[src/rtl/soc_evt_pkg.sv]
// ---------------------------------------------------------------------------
// soc_evt_pkg
//
// Shared definitions for the SoC-side peripheral event sender and the
// round-robin pointer arbiter it uses.
//
// Contents:
//   EVNT_WIDTH_DEFAULT : default event ID width. The cluster-side event
//                        FIFO must be built with the same width.
//   EVT_NB_DEFAULT     : default number of SoC peripheral event sources.
//   evt_id_t           : event ID type at the default width.
//   IDX_W              : source index width for the default source count.
//   idx_width()        : index width for an arbitrary source count. It never
//                        returns less than 1, so a vector of one source still
//                        gets a legal index.
// ---------------------------------------------------------------------------
package soc_evt_pkg;

  localparam int EVNT_WIDTH_DEFAULT = 8;
  localparam int EVT_NB_DEFAULT     = 32;

  typedef logic [EVNT_WIDTH_DEFAULT-1:0] evt_id_t;

  // Index width needed to address every source in a vector of n sources.
  function automatic int idx_width(input int n);
    return (n > 1) ? $clog2(n) : 1;
  endfunction

  localparam int IDX_W = idx_width(EVT_NB_DEFAULT);

endpackage

[src/rtl/rr_arbiter_pointer.sv]
// ---------------------------------------------------------------------------
// rr_arbiter_pointer
//
// Purely combinational round-robin search with wrap-around. The search
// starts at (last_ptr + 1) mod N, wraps past index N-1 back to 0, and the
// first asserted request it reaches wins. The block holds no state: the
// caller stores the pointer and updates it when a grant is actually taken.
// That lets other dispatch-style blocks reuse the same search.
//
// Parameters:
//   N      : number of requesters.
//   IDX_W  : width of the pointer and grant index.
//
// Ports:
//   req       in  N      request vector.
//   last_ptr  in  IDX_W  index granted most recently.
//   gnt_valid out 1      at least one request is asserted.
//   gnt_idx   out IDX_W  index of the winning request. It is 0 when
//                        gnt_valid is 0.
// ---------------------------------------------------------------------------
module rr_arbiter_pointer
  import soc_evt_pkg::*;
#(
  parameter int N     = EVT_NB_DEFAULT,
  parameter int IDX_W = idx_width(N)
) (
  input  logic [N-1:0]     req,
  input  logic [IDX_W-1:0] last_ptr,
  output logic             gnt_valid,
  output logic [IDX_W-1:0] gnt_idx
);

  // The wrap-around search runs in two ascending passes, so no modulo is
  // needed. The first pass covers indices above the pointer. The second
  // pass covers indices up to and including the pointer. The second pass
  // only takes a request when the first pass found nothing, so the first
  // hit in wrapped order always wins.
  always_comb begin
    gnt_valid = 1'b0;
    gnt_idx   = '0;
    for (int i = 0; i < N; i++) begin
      if (!gnt_valid && req[i] && (IDX_W'(i) > last_ptr)) begin
        gnt_valid = 1'b1;
        gnt_idx   = IDX_W'(i);
      end
    end
    for (int i = 0; i < N; i++) begin
      if (!gnt_valid && req[i] && (IDX_W'(i) <= last_ptr)) begin
        gnt_valid = 1'b1;
        gnt_idx   = IDX_W'(i);
      end
    end
  end

endmodule

[src/rtl/soc_evt_sender.sv]
// ---------------------------------------------------------------------------
// soc_evt_sender
//
// SoC-side transmitter that feeds the cluster's peripheral event FIFO.
// Single-cycle event pulses from NB_EVT peripherals are stored as one
// pending bit per source. Pending sources are arbitrated round-robin, and
// one event ID (ID_BASE + source index) goes out per valid/ready handshake.
// A pulse that arrives while its source is still pending is dropped, and
// the drop is recorded in a sticky per-source lost flag.
//
// Parameters:
//   NB_EVT     : number of event sources (2..256).
//   EVNT_WIDTH : event ID width. Must match the cluster-side receiver.
//   ID_BASE    : ID sent for source 0.
//
// Ports:
//   clk_i        in  1           clock.
//   rst_i        in  1           synchronous active-high reset.
//   evt_i        in  NB_EVT      event pulses. Each high cycle is one event.
//   evt_mask_i   in  NB_EVT      1 = source enabled.
//   evt_valid_o  out 1           event ID available to the cluster.
//   evt_ready_i  in  1           cluster FIFO not full.
//   evt_data_o   out EVNT_WIDTH  event ID.
//   lost_o       out NB_EVT      sticky per-source lost-event flags.
//   lost_clr_i   in  NB_EVT      clears the matching lost_o bits.
//   busy_o       out 1           events pending or the output slot is full.
// ---------------------------------------------------------------------------
module soc_evt_sender
  import soc_evt_pkg::*;
#(
  parameter int NB_EVT     = EVT_NB_DEFAULT,
  parameter int EVNT_WIDTH = EVNT_WIDTH_DEFAULT,
  parameter int ID_BASE    = 0
) (
  input  logic                  clk_i,
  input  logic                  rst_i,
  input  logic [NB_EVT-1:0]     evt_i,
  input  logic [NB_EVT-1:0]     evt_mask_i,
  output logic                  evt_valid_o,
  input  logic                  evt_ready_i,
  output logic [EVNT_WIDTH-1:0] evt_data_o,
  output logic [NB_EVT-1:0]     lost_o,
  input  logic [NB_EVT-1:0]     lost_clr_i,
  output logic                  busy_o
);

  localparam int SRC_IDX_W = idx_width(NB_EVT);
  localparam logic [EVNT_WIDTH-1:0] ID_BASE_V = EVNT_WIDTH'(ID_BASE);
  localparam logic [SRC_IDX_W-1:0]  PTR_RESET = SRC_IDX_W'(NB_EVT - 1);

  // Elaboration-time guards. Every source ID must fit in the event ID
  // width, and the source count must stay in the supported range.
  if ((ID_BASE + NB_EVT) > (1 << EVNT_WIDTH)) begin : g_bad_id_range
    $error("soc_evt_sender: ID_BASE + NB_EVT exceeds the event ID range");
  end
  if ((NB_EVT < 2) || (NB_EVT > 256)) begin : g_bad_nb_evt
    $error("soc_evt_sender: NB_EVT must be within 2..256");
  end

  logic [NB_EVT-1:0]     pending_q;
  logic [NB_EVT-1:0]     lost_q;
  logic [SRC_IDX_W-1:0]  last_grant_q;
  logic                  busy_q;

  logic [NB_EVT-1:0]     capture;
  logic [NB_EVT-1:0]     arb_req;
  logic                  gnt_valid;
  logic [SRC_IDX_W-1:0]  gnt_idx;
  logic                  slot_free;
  logic                  grant_fire;
  logic [NB_EVT-1:0]     grant_vec;
  logic [NB_EVT-1:0]     lost_set;
  logic [NB_EVT-1:0]     pending_next;
  logic [NB_EVT-1:0]     lost_next;
  logic                  valid_next;
  logic                  busy_next;
  logic [EVNT_WIDTH-1:0] grant_id;

  // Masked pulses are discarded right here, so they can never become
  // pending and can never count as lost. A source that is already pending
  // and gets masked later keeps its pending bit. It is only hidden from
  // the arbiter until it is unmasked again.
  assign capture = evt_i & evt_mask_i;
  assign arb_req = pending_q & evt_mask_i;

  rr_arbiter_pointer #(
    .N     (NB_EVT),
    .IDX_W (SRC_IDX_W)
  ) u_arb (
    .req       (arb_req),
    .last_ptr  (last_grant_q),
    .gnt_valid (gnt_valid),
    .gnt_idx   (gnt_idx)
  );

  // The single output register can take a new ID when it is empty or when
  // its current ID is being accepted this cycle.
  assign slot_free  = !evt_valid_o || evt_ready_i;
  assign grant_fire = slot_free && gnt_valid;
  assign grant_id   = ID_BASE_V + EVNT_WIDTH'(gnt_idx);

  // One-hot copy of the grant that is actually taken this cycle.
  always_comb begin
    grant_vec = '0;
    if (grant_fire) begin
      grant_vec[gnt_idx] = 1'b1;
    end
  end

  // A pulse is lost only when its source stays pending this cycle.
  // Clearing the granted bit before OR-ing in the new captures means a
  // pulse on the source that is being granted becomes a fresh pending
  // event. A new loss wins over a clear request on the same bit.
  assign lost_set     = capture & pending_q & ~grant_vec;
  assign pending_next = (pending_q & ~grant_vec) | capture;
  assign lost_next    = (lost_q & ~lost_clr_i) | lost_set;
  assign valid_next   = slot_free ? gnt_valid : evt_valid_o;

  // busy is computed from next-state values and registered, so the output
  // is a flop and cannot glitch. It drops only once the slot is empty and
  // nothing is pending.
  assign busy_next = (|pending_next) || valid_next;

  // All state lives here. The ID register and the round-robin pointer only
  // move when a grant is taken. While the cluster stalls, the held ID stays
  // untouched.
  always_ff @(posedge clk_i) begin
    if (rst_i) begin
      pending_q    <= '0;
      lost_q       <= '0;
      evt_valid_o  <= 1'b0;
      evt_data_o   <= '0;
      last_grant_q <= PTR_RESET;
      busy_q       <= 1'b0;
    end else begin
      pending_q   <= pending_next;
      lost_q      <= lost_next;
      evt_valid_o <= valid_next;
      busy_q      <= busy_next;
      if (grant_fire) begin
        evt_data_o   <= grant_id;
        last_grant_q <= gnt_idx;
      end
    end
  end

  assign lost_o = lost_q;
  assign busy_o = busy_q;

endmodule

[config.mk]
export PLATFORM = sky130hd
export DESIGN_NAME = soc_evt_sender
export DESIGN_NICKNAME = d
export VERILOG_FILES = /design/src/rtl/soc_evt_pkg.sv /design/src/rtl/rr_arbiter_pointer.sv /design/src/rtl/soc_evt_sender.sv
export SDC_FILE = /design/constraint.sdc
export NUM_CORES = 1
export LEC_CHECK = 0
export ABC_AREA = 1
export BUFFER_PORTS_ARGS = -buffer_cell sky130_fd_sc_hd__buf_2
export CELL_PAD_IN_SITES_DETAIL_PLACEMENT = 1
export CELL_PAD_IN_SITES_GLOBAL_PLACEMENT = 2
export CORE_UTILIZATION = 27
export CTS_CLUSTER_SIZE = 28
export DETAILED_ROUTE_END_ITERATION = 8
export PLACE_DENSITY = 0.92
export SYNTH_ARGS = -nofsm -noshare
export SYNTH_HDL_FRONTEND = slang
export SYNTH_HIERARCHICAL = 1
export SYNTH_SLANG_ARGS = --single-unit
[constraint.sdc]
create_clock -name clk_i -period 6.7 [get_ports clk_i]
set_clock_uncertainty 0.15 [all_clocks]
set_input_delay 0.335 -clock clk_i [delete_from_list [all_inputs] [get_ports clk_i]]
set_output_delay 0.335 -clock clk_i [all_outputs]
set_load 0.1 [all_outputs]
[After elaboration in Yosys (flattened, before gate mapping)]
Index checks and enable logic that the tools add are counted.
Word-level totals
  flip-flop bits (word level): 76
  output and inout port bits: 42
Cells by class
  bitwise operators: 10
  multiplexer cells: 131
  reductions and logical operators: 196
  order comparisons: 66
Operator list (number)
  5-bit 2-to-1 mux: 48
  32-bit bitwise AND: 6
  1-bit logical AND: 129
  5-bit greater-than comparator (first input constant): 16
  5-bit <= comparator (first input constant): 16
  1-bit 2-to-1 mux: 67
  1-bit logical NOT: 64
  32-bit NOT: 2
  32-bit bitwise OR: 2
  4-bit by 5-bit greater-than comparator with 1-bit output (first input constant): 8
  4-bit by 5-bit <= comparator with 1-bit output (first input constant): 8
  32-bit 2-to-1 mux: 1
  4-bit 2-to-1 mux: 8
  32-bit OR reduction: 1
  3-bit by 5-bit greater-than comparator with 1-bit output (first input constant): 4
  3-bit by 5-bit <= comparator with 1-bit output (first input constant): 4
  3-bit 2-to-1 mux: 4
  1-bit by 5-bit greater-than comparator with 1-bit output (first input constant): 2
  2-bit by 5-bit greater-than comparator with 1-bit output (first input constant): 2
  1-bit by 5-bit <= comparator with 1-bit output (first input constant): 2
  2-bit by 5-bit <= comparator with 1-bit output (first input constant): 2
  5-bit by 6-bit < comparator with 1-bit output (second input constant): 1
  1-bit demux with 5-bit select: 1
  5-bit by 1-bit >= comparator with 1-bit output (second input constant): 1
  other kinds (2): 4

[Logic depth before layout (Yosys ltp)]
Gate-level depths: netlist (run 1).
  depth in word-level cells: 265
  mapped depth: 51
  depth with buffers taken out: 50

[By module]
Netlist (run 1), hierarchy kept.
By module, submodules not included
  soc_evt_sender: cells an instance 542, area an instance 3474.6 um^2, times used 1, sequential area each 1521.5 um^2
  rr_arbiter_pointer: cells an instance 312, area an instance 1664.1 um^2, times used 1, sequential area each 0.0 um^2

[Worst setup path after synthesis (run 1)]
No wires, ideal clock.
  kind: register to register
  from: register last_grant_q[2]
  to: register busy_q, in the netlist busy_o
  stages on the path, launching flop included: 45
  clock period less this slack: 5.483 ns
  arrival: 5.206 ns
  setup time: 0.128 ns
  slack: 1.217 ns
  cells stage by stage: dfxtp_1 -> buf_4 -> inv_1 -> nand4_1 -> nand3_2 -> nor2_2 -> nand4_2 -> nor2_2 -> nand4_1 -> nor2_2 -> nand4_2 -> nor2_2 -> nand4_2 -> nor2_4 -> nand4_4 -> nor2_4 -> nand4_4 -> nor2_4 -> [... 9 more ...] -> nor2_4 -> nand4_4 -> nor2_4 -> nand4_2 -> nor2_2 -> nand4_2 -> nor2_2 -> nand3_1 -> nand2_1 -> inv_1 -> nor3_1 -> a21boi_0 -> nor2_1 -> nand2_1 -> nor2_1 -> nand3_1 -> nor2_1 -> nor2_1
Between the ends
  cells in the longest elaborated chain, start to end: 265
  elaborated cells between the ends (all ways): 394
  classes of those cells: order compare (66); mux (131); bitwise (3); reduce/logical (194)
Ends and longest elaborated chain
  start: declaration: line soc_evt_sender.sv:62  | logic [SRC_IDX_W-1:0] last_grant_q;
  start signal: assignment: line soc_evt_sender.sv:142  | last_grant_q <= gnt_idx;
  1-bit by 5-bit greater-than comparator with 1-bit output: line rr_arbiter_pointer.sv:42  | if (!gnt_valid && req[i] && (IDX_W'(i) > last_ptr)) begin
  1-bit logical AND: line rr_arbiter_pointer.sv:42
  1-bit 2-to-1 mux: line rr_arbiter_pointer.sv:42
  1-bit logical NOT: line rr_arbiter_pointer.sv:42
  1-bit logical AND (2 in a row): line rr_arbiter_pointer.sv:42
  1-bit 2-to-1 mux: line rr_arbiter_pointer.sv:42
  1-bit logical NOT: line rr_arbiter_pointer.sv:42
  1-bit logical AND (2 in a row): line rr_arbiter_pointer.sv:42
  [... 245 more ...]
  via gnt_idx[3]: line soc_evt_sender.sv:68  | logic [SRC_IDX_W-1:0] gnt_idx;
  [... 2 more ...]
  1-bit 2-to-1 mux (implied by the code): line soc_evt_sender.sv:106  | grant_vec[gnt_idx] = 1'b1;
  1-bit demux with 5-bit select (*): line soc_evt_sender.sv:106
  32-bit 2-to-1 mux (*): line soc_evt_sender.sv:105  | if (grant_fire) begin
  32-bit NOT (*): line soc_evt_sender.sv:115  | assign pending_next = (pending_q & ~grant_vec) | capture;
  32-bit bitwise AND (*): line soc_evt_sender.sv:115
  32-bit bitwise OR (*): line soc_evt_sender.sv:115
  32-bit OR reduction (*): line soc_evt_sender.sv:122  | assign busy_next = (|pending_next) || valid_next;
  1-bit logical OR (*): line soc_evt_sender.sv:122
  end signal: assignment: line soc_evt_sender.sv:139  | busy_q <= busy_next;
  end: declaration: line soc_evt_sender.sv:63  | logic busy_q;
The timed path passes the listed nets; every way through them passes the cells marked *.
A chain may end at the register's enable or synchronous reset.

[Worst setup path in the final report (run 1)]
  from: register last_grant_q[3]
  to: register busy_q, in the netlist busy_o
The elaborated chain is that of the path after synthesis.

==> flow_summary_export.csv, run 1 <==
group,metric,value,unit
outcome,status,"completed",
worst_setup_path,setup.worst_path.end_class,"flip-flop",
sta,hold_violations,0,
route,vias_per_cell,4.87,
worst_setup_path,crit_path_frequent_cell,"nor2_4",
yosys,yosys-top-cells-area,"dfxtp_1 (30%), nand2_1 (18%), inv_1 (11%)",
floorplan,io-pin-count,141,
yosys,synth_top_area_share,29.6,%
job,drv_cap,0,
sta,slew_headroom,47.5,%
clocking,cts_sinks,76,
yosys,ys_seq_area_share,29.6,%
clocking,numCtsBuffers,9,
yosys,dominantRegCellSynth,"dfxtp_1",
worst_hold_path,hold_path_end,"lost_o[10]",
route,firstDrtPassIters,5,
layout,drive_gt1_share,28.9,%
worst_setup_path,critPathKind,"reg -> reg",
floorplan,num_rows,50,
worst_hold_path,hold-path-cell-count,4,
route,drc_errors,0,
floorplan,die_h,140,µm
yosys,synth_enable_flop_cells,0,
sta,hold_slack,0.0847,ns
floorplan,coreArea,18700,µm²
sta,grt_setup_unrepaired,"true",
global_routing,antenna_found_initial,0,
route,routed_wl,20100,µm
worst_setup_path,cp_data_required_time,6.75,ns
layout,fillCellCount,2475,
clocking,cts_buffer_depth,2,
yosys,ys_warn_count,6,
clocking,clk_pin_slew_worst_paths,0.07,ns
route,drt_iter0_markers,277,
layout,fin_area,7090,µm²
yosys,yosysUniqueCellTypes,37,
clocking,h-tree-depth,3,
sta,slew_violations,0,
route,antenna_left,0,
worst_setup_path,r2r_setup_slack,0.13,ns
sta,setup_viol_count_final,0,
sta,finalSetupTns,0,ns
worst_setup_path,critPathMaxFanout,10,
yosys,synth-async-reset-ratio,0,%
global_routing,overflow,0,
worst_setup_path,start_kind,"flip-flop",
clocking,insertion_delay,0.35,ns
global_routing,first_global_vias,6121,
yosys,netlist_instances,854,
layout,final_cell_mix,"nand2_1 (228), inv_1 (148), buf_2 (137)",
route,routed-via-count,6212,
place,numPortBuffers,137,
clocking,cts_tree,"done",
layout,area_growth,38.1,%
sta,period_share,98.0,%
yosys,yosysTopAreaCell,"dfxtp_1",
worst_setup_path,reg2reg_depth,43,
global_routing,grt_first_pass_wirelength,30600,µm
place,gp_congestion,0.916,
sta,fmax,152,MHz
floorplan,start_util,27.5,%
place,place_area,6170,µm²
route,routedWlPerCell,15.7,µm
worst_setup_path,slowest_stage,"dfxtp_4",
global_routing,grt_util_all_layers,19.8,%
floorplan,chipWidth,140,µm
power_and_ir_drop,p_leak,3.58,nW
layout,finalNetCount,1135,
worst_setup_path,worst_path_largest_cell_delay,0.39,ns
yosys,ys_seq_elements,76,
global_routing,grt_max_degree,73,
worst_hold_path,hp-start,"lost_clr_i[10]",
worst_hold_path,hold_class,"in -> reg",
worst_setup_path,rr_startpoint,"last_grant_q[3]",
yosys,syn_area_per_cell,6.02,µm²
worst_setup_path,reg2reg_to,"busy_o",
worst_setup_path,cp_data_arrival_time,6.62,ns
sta,worst_pin_slew,0.788,ns
power_and_ir_drop,ir_drop,0.000175,V
floorplan,design.die.area,19600,µm²
power_and_ir_drop,p_total,0.00243,W
power_and_ir_drop,power_density,343,nW/µm²
yosys,syn_area,5140,µm²
layout,ff_latch_area,1540,µm²
sta,min_period,6.57,ns
layout,mostFrequentLayoutCell,"nand2_1",
layout,antenna_cells,0,
place,dpl.hpwl,15900,µm
layout,multi_input_area,3270,µm²
clocking,cts_root_buf,"clkbuf_16",
-- what timing repair did --
item,4_1_cts,5_1_grt
resized for setup,2,96
pin swaps,0,47
setup buffers,0,31
hold buffers,0,0
setup endpoints to repair,1,20
-- where the power goes --
part	switching (W)	total (W)	internal (W)
sequential	0.0000456	0.000550	0.000505
clock	0.000209	0.000534	0.000325
combinational	0.000890	0.00135	0.000461
-- state kept, by name (all words and copies together), names as in the netlist --
name,cells
busy_o,1
evt_data_o,5
evt_valid_o,1
last_grant_q,5
lost_o,32
pending_q,32
-- critical path, delay by kind of cell (launching register included) --
| kind | cells | cell delay [ns] |
|---|---|---|
| simple gates | 40 | 5.48 |
| compound gates | 2 | 0.29 |
| buf+inv | 1 | 0.11 |
| flops | 1 | 0.39 |
-- cell usage after synthesis (7+ instances only) --
master	n
a21oi_1	78
nand2_1	242
nor2_2	11
o21ai_0	10
nand3_1	39
nor2_4	7
nor3_1	16
inv_1	155
clkbuf_1	9
nor2_1	105
dfxtp_1	76
nand4_2	8
nand4_1	37
-- logic make-up after synthesis --
logic type,after synthesis,share of synthesized area [%]
simple gates,490,45.0
other cells,1,0.0730
flops,76,29.6
compound gates,110,11.9
buf+inv,177,13.4
-- stage by stage --
stage	util (%)	instances	setup WS, ns
2_1_floorplan	-	856	1.22
3_3_place_gp	33.0	1228	0.256
5_1_grt	37.9	1275	-0.339
4_1_cts	34.7	1244	0.0244
3_5_place_dp	33.0	1228	0.0386
6_report	37.9	1275	0.135
-- worst max-delay path by stage --
stage / from / endpoint / slack [ns] / depth (start not counted)
finish: last_grant_q[3] / busy_o / 0.13 / 43
global route: pending_q[1] / busy_o / -0.34 / 44
global placement: last_grant_q[3] / busy_o / 0.26 / 44
CTS: last_grant_q[1] / busy_o / 0.02 / 44
floorplan: last_grant_q[2] / busy_o / 1.22 / 44
detailed placement: last_grant_q[3] / busy_o / 0.04 / 44
-- area by class of cell --
type	count	share of cell area, %
clock buffer	9	3.17
clock inverter	7	1.29
inverter	160	8.50
multi-input combinational	603	46.1
sequential	76	21.7
tap	234	4.13
timing repair buffer	186	15.1
-- layer usage --
metal	routed length [µm]	global-route usage, %
met1	9220	26.2
met2	9690	33.1
met3	668	2.36
met4	482	6.88
met5	0	0
Power figures use the tool's default switching activity.
==> inputs of run 2 (changes only) <==
--- a/config.mk
+++ b/config.mk
@@ -7,8 +7,9 @@
 export LEC_CHECK = 0
 export ABC_AREA = 1
 export BUFFER_PORTS_ARGS = -buffer_cell sky130_fd_sc_hd__buf_2
-export CELL_PAD_IN_SITES_DETAIL_PLACEMENT = 1
+export CELL_PAD_IN_SITES_DETAIL_PLACEMENT = 0
 export CELL_PAD_IN_SITES_GLOBAL_PLACEMENT = 2
+export CORE_MARGIN = 2
 export CORE_UTILIZATION = 27
 export CTS_CLUSTER_SIZE = 28
 export DETAILED_ROUTE_END_ITERATION = 8
==> flow_summary_export.csv, run 2 (same netlist as run 1, synthesis figures left out) <==
group,metric,value,unit
clocking,cts_root_buf,"clkbuf_16",
sta,min_period,6.40,ns
global_routing,grt_first_pass_wirelength,27300,µm
layout,finalNetCount,1119,
clocking,insertion_delay,0.33,ns
power_and_ir_drop,power_density,322,nW/µm²
worst_hold_path,hold-path-cell-count,4,
layout,ff_latch_area,1540,µm²
layout,drive_gt1_share,26.7,%
global_routing,grtUsageMet3,2.32,%
global_routing,overflow,0,
worst_setup_path,r2r_setup_slack,0.30,ns
clocking,cts_hold_buffers,0,
worst_setup_path,cp_data_required_time,6.74,ns
route,routed-via-count,5929,
sta,finalSetupTns,0,ns
route,routed_wl,17900,µm
layout,fin_util,36.3,%
global_routing,grt_util_all_layers,17.1,%
sta,period_share,95.5,%
power_and_ir_drop,ir_drop,0.000155,V
sta,worst_pin_slew,0.797,ns
sta,slew_headroom,46.9,%
worst_setup_path,path_buf_inv,1,
job,drv_cap,0,
global_routing,top_usage_layer,"met2",
sta,hold_violations,0,
worst_setup_path,slowest_stage,"dfxtp_4",
worst_setup_path,critical_path_depth,45,
global_routing,first_global_vias,5404,
sta,setup_viol_count_final,0,
route,drt_iter0_markers,405,
layout,antenna_cells,0,
layout,multi_input_area,3170,µm²
route,routedWlPerCell,14.2,µm
worst_setup_path,cp_data_arrival_time,6.44,ns
worst_setup_path,reg2reg_depth,45,
worst_setup_path,worst_path_largest_cell_delay,0.40,ns
place,gp_congestion,0.900,
worst_setup_path,crit_path_frequent_cell,"nor2_4",
layout,fin_area,6790,µm²
sta,fmax,156,MHz
worst_hold_path,hold_class,"in -> reg",
floorplan,num_rows,50,
place,numPortBuffers,137,
layout,mostFrequentLayoutCell,"nand2_1",
global_routing,grt_use_met1,24.3,%
floorplan,design.die.area,20200,µm²
global_routing,grt_max_degree,73,
outcome,status,"completed",
floorplan,coreArea,18700,µm²
layout,fillCellCount,2075,
clocking,numCtsBuffers,9,
worst_setup_path,start_kind,"flip-flop",
clocking,cts_sinks,76,
floorplan,chipWidth,142,µm
sta,slew_violations,0,
clocking,cts_buffer_depth,2,
place,dpl.hpwl,14500,µm
worst_setup_path,critPathKind,"reg -> reg",
route,vias_per_cell,4.72,
floorplan,io-pin-count,141,
clocking,h-tree-depth,3,
clocking,clk_pin_slew_worst_paths,0.06,ns
sta,grt_setup_unrepaired,"true",
worst_setup_path,setup.worst_path.end_class,"flip-flop",
route,drc_errors,0,
floorplan,die_h,142,µm
global_routing,antenna_found_initial,0,
floorplan,start_util,27.5,%
worst_setup_path,critPathMaxFanout,6,
clocking,cts_tree,"done",
layout,area_growth,32.1,%
route,antenna_left,0,
place,place_area,6130,µm²
layout,final_cell_mix,"nand2_1 (229), inv_1 (151), buf_2 (137)",
route,firstDrtPassIters,5,
worst_setup_path,path_delay_family,"simple AND/OR/NAND/NOR gates",
power_and_ir_drop,p_leak,3.46,nW
global_routing,grt_util_met2,27.3,%
## run 2: layer usage
| metal | routed length (µm) | part of all wire [%] | up-vias |
|---|---|---|---|
| li1 | - | - | 3053 |
| met1 | 8600 | 48 | 2716 |
| met2 | 8180 | 46 | 142 |
| met3 | 835 | 4.7 | 18 |
| met4 | 261 | 1.5 | 0 |
| met5 | 0 | 0 | - |
## run 2: per-stage QoR
step | instances | total power [W] | hold WS (ns) | setup slack [ns]
floorplan | 856 | 0.00125 | 0.293 | 1.22
global placement | 1223 | 0.00156 | 0.302 | 0.240
detailed placement | 1223 | 0.00155 | 0.300 | 0.0606
CTS | 1237 | 0.00200 | 0.0858 | 0.0251
global route | 1257 | 0.00233 | 0.106 | -0.256
finish | 1257 | 0.00219 | 0.0935 | 0.299
## run 2: report_power, final
| group | switching [W] | leakage, nW | internal [W] |
|---|---|---|---|
| combinational | 0.000804 | 2.71 | 0.000396 |
| sequential | 0.0000438 | 0.625 | 0.000504 |
| clock | 0.000183 | 0.131 | 0.000255 |
## run 2: area by class of cell
| type | instances | area share (%) |
|---|---|---|
| Tap cell | 234 | 4.31 |
| Multi-Input combinational cell | 603 | 46.7 |
| Inverter | 160 | 8.85 |
| Clock inverter | 3 | 0.221 |
| Sequential cell | 76 | 22.6 |
| Timing Repair Buffer | 170 | 13.8 |
| Clock buffer | 11 | 3.58 |
## run 2: timing repair
action,in CTS,in global routing
endpoints found under the setup margin,0,21
gates resized for setup,0,69
setup buffers,0,20
## run 2: worst paths after layout
kind	start	endpoint
hold / removal	lost_clr_i[8]	lost_o[8]
setup reg to reg	last_grant_q[1]	busy_o
setup / recovery	last_grant_q[1]	busy_o
hold reg to reg	lost_o[8]	lost_o[8]
## run 2: worst reg2reg max path, delay by kind of cell (launching register included)
kind | cells | cell delay, ns
compound gates | 2 | 0.28
flops | 1 | 0.40
simple gates | 42 | 5.36
buf+inv | 1 | 0.07
==> inputs of run 3 (changes only) <==
--- a/config.mk
+++ b/config.mk
@@ -6,13 +6,12 @@
 export NUM_CORES = 1
 export LEC_CHECK = 0
 export ABC_AREA = 1
-export BUFFER_PORTS_ARGS = -buffer_cell sky130_fd_sc_hd__buf_2
 export CELL_PAD_IN_SITES_DETAIL_PLACEMENT = 0
 export CELL_PAD_IN_SITES_GLOBAL_PLACEMENT = 2
-export CORE_MARGIN = 2
-export CORE_UTILIZATION = 27
+export CORE_UTILIZATION = 33
 export CTS_CLUSTER_SIZE = 28
 export DETAILED_ROUTE_END_ITERATION = 8
+export DONT_BUFFER_PORTS = 1
 export PLACE_DENSITY = 0.92
 export SYNTH_ARGS = -nofsm -noshare
 export SYNTH_HDL_FRONTEND = slang
==> flow_summary_export.csv, run 3 (same netlist as run 1, synthesis figures left out) <==
group,metric,value,unit
outcome,status,"completed",
route,vias_per_cell,5.04,
power_and_ir_drop,power_density,358,nW/µm²
sta,hold_slack,0.00619,ns
route,antenna_left,0,
sta,fin_ws,0.386,ns
clocking,cts_root_buf,"clkbuf_16",
clocking,cts_buffer_depth,2,
worst_setup_path,path_buf_inv,2,
layout,antenna_cells,0,
layout,finalNetCount,971,
global_routing,grt_util_all_layers,20.5,%
worst_hold_path,hold_class,"in -> reg",
route,firstDrtPassIters,5,
place,numPortBuffers,0,
worst_setup_path,slowest_stage,"dfxtp_2",
clocking,insertion_delay,0.34,ns
floorplan,coreArea,15200,µm²
clocking,clk_pin_slew_worst_paths,0.06,ns
layout,fin_area,5900,µm²
layout,fillCellCount,1717,
clocking,cts_tree,"done",
power_and_ir_drop,ir_drop,0.000171,V
global_routing,first_global_vias,5053,
global_routing,grt_max_degree,72,
sta,grt_setup_unrepaired,"true",
route,routedWlPerCell,15.2,µm
route,routed-via-count,5365,
floorplan,start_util,33.8,%
layout,multi_input_area,2990,µm²
worst_hold_path,hp-start,"lost_clr_i[12]",
worst_setup_path,cp_data_required_time,6.77,ns
worst_setup_path,start_kind,"flip-flop",
floorplan,die_h,127,µm
floorplan,chipWidth,127,µm
place,gp_congestion,0.892,
sta,worst_pin_slew,1.03,ns
clocking,cts_sinks,76,
sta,setup_viol_count_final,0,
layout,mostFrequentLayoutCell,"nand2_1",
layout,area_growth,14.8,%
clocking,h-tree-depth,3,
layout,ff_latch_area,1530,µm²
worst_setup_path,path_delay_family,"simple AND/OR/NAND/NOR gates",
place,place_area,5360,µm²
power_and_ir_drop,p_leak,2.83,nW
place,dp_slack,-0.0293,ns
floorplan,num_rows,45,
job,drv_cap,0,
global_routing,antenna_found_initial,0,
sta,fmax,158,MHz
sta,min_period,6.31,ns
route,drt_iter0_markers,306,
worst_setup_path,critPathMaxFanout,7,
floorplan,design.die.area,16100,µm²
route,routed_wl,16200,µm
layout,drive_gt1_share,9.70,%
clocking,numCtsBuffers,9,
global_routing,overflow,0,
sta,hold_violations,0,
global_routing,grt_first_pass_wirelength,25600,µm
sta,slew_headroom,31.3,%
worst_setup_path,crit_path_frequent_cell,"nor2_4",
floorplan,io-pin-count,141,
layout,final_cell_mix,"nand2_1 (240), inv_1 (155), nor2_1 (100)",
sta,slew_violations,0,
worst_setup_path,rr_startpoint,"last_grant_q[0]",
power_and_ir_drop,p_total,0.00211,W
worst_setup_path,setup.worst_path.end_class,"flip-flop",
worst_setup_path,crit_start,"last_grant_q[0]",
worst_setup_path,critPathKind,"reg -> reg",
worst_setup_path,worst_path_largest_cell_delay,0.37,ns
place,dpl.hpwl,13100,µm
worst_setup_path,cp_data_arrival_time,6.38,ns
route,drc_errors,0,
sta,period_share,94.2,%
[run 3: changes by cell type in the layout (fill, tap and decap cells not counted), sizes merged]
cell / change
dlygate4sd3: +7
clkinvlp: +1
clkbuf: -1
buf: -154
clkinv: -3
bufinv: +3
[run 3: layout make-up]
class	instances	area share [%]
Timing Repair Buffer	22	3.44
Sequential cell	76	25.9
Inverter	160	10.2
Tap cell	188	3.99
Clock buffer	11	4.11
Clock inverter	4	1.65
Multi-Input combinational cell	603	50.7
[run 3: power breakdown]
| group | total (W) | switching (W) | internal [W] |
|---|---|---|---|
| clock | 0.000565 | 0.000193 | 0.000372 |
| combinational | 0.000867 | 0.000579 | 0.000288 |
| sequential | 0.000677 | 0.000176 | 0.000501 |
| total | 0.00211 | 0.000948 | 0.00116 |
[run 3: final timing paths]
kind / to / slack (ns) / cells past startpoint
hold reg to reg: pending_q[22] / 0.35 / 2
setup reg to reg: busy_o / 0.39 / 45
hold / removal: lost_o[12] / 0.006 / 3
setup / recovery: busy_o / 0.39 / 45
[run 3: stage by stage]
stage / instances / TNS (ns) / utilization [%]
after detailed placement: 1036 / -0.0293 / 35.3
after CTS: 1059 / 0 / 38.2
after floorplan: 856 / 0 / -
final: 1064 / 0 / 38.8
after global placement: 1036 / 0 / 35.3
after global routing: 1064 / -0.355 / 38.8
[run 3: per-layer routing]
layer	vias up	GRT usage [%]	share of wire, %
met3	10	3.88	6.0
met5	-	0	0
li1	2760	-	-
met2	150	33.2	46
met4	0	6.09	1.1
met1	2445	27.7	47
[run 3: worst reg2reg max path: cells and delay by family, from the launching register on]
kind | cells | cell delay [ns]
buffers and inverters | 2 | 0.26
AOI/OAI and AO/OA | 2 | 0.30
and+or+nand+nor | 41 | 5.13
DFF | 1 | 0.37
[run 3: timing repair]
| item | in CTS | in global routing |
|---|---|---|
| setup endpoints to repair | 1 | 19 |
| pin swaps | 0 | 3 |
| endpoints found under the hold margin | 71 | 0 |
| resized for setup | 1 | 18 |
| hold buffers | 8 | 0 |
| buffers inserted | 0 | 5 |
